`src/rtl/imem_loader.sv`:
```
// Instruction-memory loader: receives a length-prefixed, checksummed byte frame,
// writes little-endian words from address 0 and releases the CPU once the frame verifies.
module imem_loader #(
    parameter int ADDR_WIDTH = 10   // supported range 1..15 (word count must fit 16-bit LEN)
) (
    input  logic                  clk,
    input  logic                  rst,
    input  logic                  in_start,
    input  logic                  in_byte_valid,
    input  logic [7:0]            in_byte,
    output logic                  out_byte_ready,
    output logic                  out_mem_we,
    output logic [31:0]           out_mem_addr,
    output logic [31:0]           out_mem_wdata,
    output logic                  out_cpu_hold,
    output logic                  out_busy,
    output logic                  out_done,
    output logic                  out_error,
    output logic [ADDR_WIDTH:0]   out_word_count
);

    typedef enum logic [2:0] {
        S_IDLE, S_LEN_LO, S_LEN_HI, S_DATA, S_CHECK, S_DONE, S_ERROR
    } state_t;

    localparam logic [16:0]         DEPTH_W = 17'(2 ** ADDR_WIDTH);
    localparam logic [ADDR_WIDTH:0] ONE     = 1;

    state_t                state_q, state_d;
    logic [7:0]            len_lo;
    logic [ADDR_WIDTH:0]   len_words;
    logic [23:0]           word_buf;
    logic [1:0]            byte_idx;
    logic [7:0]            sum;
    logic                  accept;
    logic [15:0]           len_n;
    logic                  len_too_big;
    logic                  last_word;

    assign out_byte_ready = (state_q == S_LEN_LO) || (state_q == S_LEN_HI) ||
                            (state_q == S_DATA)   || (state_q == S_CHECK);
    assign out_busy       = out_byte_ready;
    assign out_cpu_hold   = (state_q != S_DONE);

    assign accept      = in_byte_valid && out_byte_ready;
    assign len_n       = {in_byte, len_lo};
    assign len_too_big = {1'b0, len_n} > DEPTH_W;
    assign last_word   = (out_word_count + ONE) == len_words;

    // NOTE: sequential state uses non-blocking assignments so every register
    // samples pre-edge values regardless of statement order.
    always_ff @(posedge clk or negedge rst) begin
        if (!rst) state_q <= S_IDLE;
        else      state_q <= state_d;
    end

    // NOTE: state_d gets its default before the case so no path can infer a latch.
    always_comb begin
        state_d = state_q;
        if (in_start) begin
            state_d = S_LEN_LO;
        end else begin
            case (state_q)
                S_LEN_LO: if (accept) state_d = S_LEN_HI;
                S_LEN_HI: if (accept) begin
                    if (len_too_big)       state_d = S_ERROR;
                    else if (len_n == '0)  state_d = S_CHECK;
                    else                   state_d = S_DATA;
                end
                S_DATA:   if (accept && byte_idx == 2'd3 && last_word) state_d = S_CHECK;
                S_CHECK:  if (accept) state_d = (in_byte == sum) ? S_DONE : S_ERROR;
                default:  ;
            endcase
        end
    end

    always_ff @(posedge clk or negedge rst) begin
        if (!rst) begin
            len_lo         <= '0;
            len_words      <= '0;
            word_buf       <= '0;
            byte_idx       <= '0;
            sum            <= '0;
            out_mem_we     <= 1'b0;
            out_mem_addr   <= '0;
            out_mem_wdata  <= '0;
            out_done       <= 1'b0;
            out_error      <= 1'b0;
            out_word_count <= '0;
        end else begin
            out_mem_we <= 1'b0;
            if (in_start) begin
                // Restart discards any byte handshaked in this same cycle.
                sum            <= '0;
                byte_idx       <= '0;
                out_word_count <= '0;
                out_done       <= 1'b0;
                out_error      <= 1'b0;
            end else begin
                if (accept) begin
                    case (state_q)
                        S_LEN_LO: len_lo    <= in_byte;
                        S_LEN_HI: len_words <= len_n[ADDR_WIDTH:0];
                        S_DATA: begin
                            sum      <= sum + in_byte;
                            byte_idx <= byte_idx + 2'd1;
                            if (byte_idx == 2'd3) begin
                                // Word index is below DEPTH because LEN was bounded.
                                out_mem_we     <= 1'b1;
                                out_mem_addr   <= 32'({out_word_count[ADDR_WIDTH-1:0], 2'b00});
                                out_mem_wdata  <= {in_byte, word_buf};
                                out_word_count <= out_word_count + ONE;
                            end else begin
                                word_buf <= {in_byte, word_buf[23:8]};
                            end
                        end
                        default: ;
                    endcase
                end
                if (state_d == S_DONE  && state_q != S_DONE)  out_done  <= 1'b1;
                if (state_d == S_ERROR && state_q != S_ERROR) out_error <= 1'b1;
            end
        end
    end

endmodule

```
`config.mk`:
```
export PLATFORM = sky130hd
export DESIGN_NAME = imem_loader
export DESIGN_NICKNAME = d
export VERILOG_FILES = /design/src/rtl/imem_loader.sv
export SDC_FILE = /design/constraint.sdc
export NUM_CORES = 1
export LEC_CHECK = 0
export ABC_CLOCK_PERIOD_IN_PS = 2200
export CORE_MARGIN = 4
export CORE_UTILIZATION = 60
export CTS_BUF_LIST = sky130_fd_sc_hd__clkbuf_2
export CTS_CLUSTER_DIAMETER = 50
export DETAILED_ROUTE_END_ITERATION = 6
export DONT_BUFFER_PORTS = 1
export GPL_ROUTABILITY_DRIVEN = 0
export PLACE_DENSITY = 0.79
export SLEW_MARGIN = 25
export SYNTH_ARGS = -nofsm -noshare
export SYNTH_HDL_FRONTEND = slang
export SYNTH_SLANG_ARGS = --single-unit
```
`constraint.sdc`:
```
create_clock -name clk -period 2.2 [get_ports clk]
set_clock_uncertainty 0.2 [all_clocks]
set_input_delay 0.33 -clock clk [delete_from_list [all_inputs] [get_ports clk]]
set_output_delay 0.33 -clock clk [all_outputs]
set_load 0.01 [all_outputs]
```
==> run_results.csv <==
group,metric,value,unit
run_status,status,"finished, violations left",
run_status,violations,"hold timing, setup timing",
global_routing,grt_usage,0.232,
logic_synthesis,ys_warn_count,0,
floorplan,die_y,103,microns
finish,area_growth_syn_to_layout,15.3,%
detailed_routing,drc,0,
logic_synthesis,syn_avg_cell_area,12.0,sq um
pwr,p_leak,2.89,nW
logic_synthesis,yosysSeqAreaShare,0.521,
worst_hold_path,worstHoldPathType,"in -> async",
pwr,power_density,857,nW/um^2
critical_path,r2r_end,"sum[7]",
clocking,numCtsBuffers,9,
detailed_routing,routedWlPerCell,19.4,microns
floorplan,start_util,0.617,
critical_path,critPathRequiredTime,2520,ps
floorplan,fp.dieW,103,microns
sta,rsz0062_at_grt,"yes",
sta,layout_setup_ws,-156,ps
global_routing,antenna_found_initial,0,
finish,fill_cells,616,
detailed_routing,drtPass1Iterations,6,
sta,whs,-850,ps
critical_path,arrival,2680,ps
pwr,p_total,5.32,mW
critical_path,regToRegSetupSlack,-160,ps
detailed_routing,postRouteAntennaNets,0,
logic_synthesis,synth.distinct_cells,57,
clocking,cts.sinks,112,
detailed_routing,via_per_inst,5.93,
logic_synthesis,yosys_register_bits,112,
sta,slew_headroom,0.583,
critical_path,critPathLaunch,"sum[1]",
placed_design,dp_hpwl,7500,microns
logic_synthesis,ys.flop_type,"dfrtp_1",
finish,drive_above_1_share,0.407,
clocking,cts-root-buf,"clkbuf_2",
critical_path,r2r-start,"sum[1]",
placed_design,port_buffers,0,
global_routing,grt-ovfl-total,0,
clocking,clk_latency,600,ps
clocking,h-tree-depth,3,
clocking,hold_buffers,13,
sta,slew_violations,0,
critical_path,worst_setup_path_end_kind,"flip-flop",
critical_path,start_kind,"flip-flop",
floorplan,row_count,34,
clocking,tritoncts,"built",
global_routing,grt_start_max_net_pins,113,
critical_path,path_class,"reg -> reg",
floorplan,io_pins,93,
detailed_routing,vias,3660,
logic_synthesis,synth_edf_count,0,
detailed_routing,drt-initial-drc-count,132,
sta,timing.fmax,425,MHz
placed_design,place_ws,-289,ps
finish,antennaDiodeCount,0,
critical_path,reg2reg_depth,8,
floorplan,coreArea,8720,sq um
logic_synthesis,synth.cell_area,5380,sq um
placed_design,place_area,5710,sq um
logic_synthesis,syn_inst,448,
sta,setup_viol,6,
finish,final_common_cell,"dfrtp_1",
clocking,clock_path_buffers,2,
finish,nNetsFinal,526,
critical_path,crit_fanout,2,
sta,tightest_slew,626,ps
finish,layout_common_cells,"dfrtp_1 (109), mux2_2 (83), buf_4 (51)",
sta,fin_tns_setup,-633,ps
sta,fin_crit_sh,1.07,
pwr,ir_drop,0.425,mV
sta,period_minus_slack,2360,ps
sta,hold_viol,112,
global_routing,grt_pass1_wl,18700,microns
clocking,clkTransAtPathRegs,330,ps
logic_synthesis,synthArstFlopShare,1.00,
critical_path,crit_end,"sum[7]",
global_routing,grt_pass1_vias,3702,
detailed_routing,wl,12000,microns
finish,design_area,6210,sq um
floorplan,die_area,10600,sq um
flow_run,maxCapViolations,0,
## layout make-up
class	instances	area (sq um)	share of cell area
well taps	108	135	0.0218
clock buffers	9	45.0	0.00725
clock inverters	7	75.1	0.0121
multi-input cells	301	2540	0.409
flip-flops and latches	112	2810	0.452
repair buffers	68	562	0.0905
inverters	12	45.0	0.00725
## layer usage
layer / wire [microns] / GRT usage
met1: 4690 / 0.279
met2: 6350 / 0.416
met3: 642 / 0.0372
met4: 288 / 0.0938
met5: 0 / 0
## cells by family after synthesis
| group | count (synthesis) | share of synthesized area |
|---|---|---|
| simple gates | 105 | 0.105 |
| flops | 112 | 0.521 |
| fa+ha+maj | 10 | 0.0246 |
| xor+xnor | 32 | 0.0521 |
| compound gates | 48 | 0.0586 |
| other cells | 1 | 0.000697 |
| buf+inv | 56 | 0.0632 |
| mux | 84 | 0.175 |
## synthesized netlist by cell type (8+ instances only)
master   count  area share
a21oi_1     19       0.018
buf_2        8      0.0074
buf_4       26       0.036
dfrtp_1    112        0.52
ha_1         9       0.021
inv_1       11      0.0077
mux2_2      83        0.17
nand2_1     30       0.021
nand3_1      8      0.0074
nor2_1      18       0.013
nor4_1       9       0.010
o21ai_0      8      0.0074
xnor2_1     24       0.039
xor2_1       8       0.013
## stage by stage
step,instances,util
2_1_floorplan,469,-
3_3_place_gp,582,0.654
3_5_place_dp,582,0.654
4_1_cts,615,0.699
5_1_grt,617,0.712
6_report,617,0.712
## what timing repair did
| action | CTS | global route |
|---|---|---|
| setup endpoints to repair | 7 | 14 |
| buffers inserted | 4 | 3 |
| pin swaps | 17 | 15 |
| gates resized for setup | 23 | 20 |
| hold endpoints to repair | 206 | 112 |
## power by group
group	total [mW]	leakage [nW]	switching (mW)	internal [mW]
clock	0.934	0.0743	0.744	0.190
combinational	1.56	1.32	0.704	0.857
sequential	2.83	1.49	0.341	2.49
## worst max-delay path, cell delays in order, from the launching register on
cell	delay [ps]
dfrtp_1	500
ha_4	230
a21o_1	160
a21oi_2	160
o21bai_2	100
a2111oi_4	330
nor3_2	90
nor3b_2	160
mux2_2	350
## how the worst min path moves through the flow
| stage | to | slack (ps) | depth (start not counted) |
|---|---|---|---|
| after floorplan | byte_idx[0] | -170 | 0 |
| after global placement | out_mem_wdata[0] | -160 | 0 |
| after detailed placement | out_mem_wdata[0] | -160 | 0 |
| after CTS | out_word_count[4] | -890 | 0 |
| after global routing | out_mem_wdata[0] | -910 | 0 |
| final | out_mem_wdata[0] | -850 | 0 |
## state kept, by name, summed over array words and instances (netlist names)
name and flops:
out_mem_wdata 32, word_buf 24, len_words 11, out_word_count 11
out_mem_addr 10, len_lo 8, sum 8, state_q 3
byte_idx 2, out_done 1, out_error 1, out_mem_we 1
Note: power is estimated with default switching activity, not from simulation.
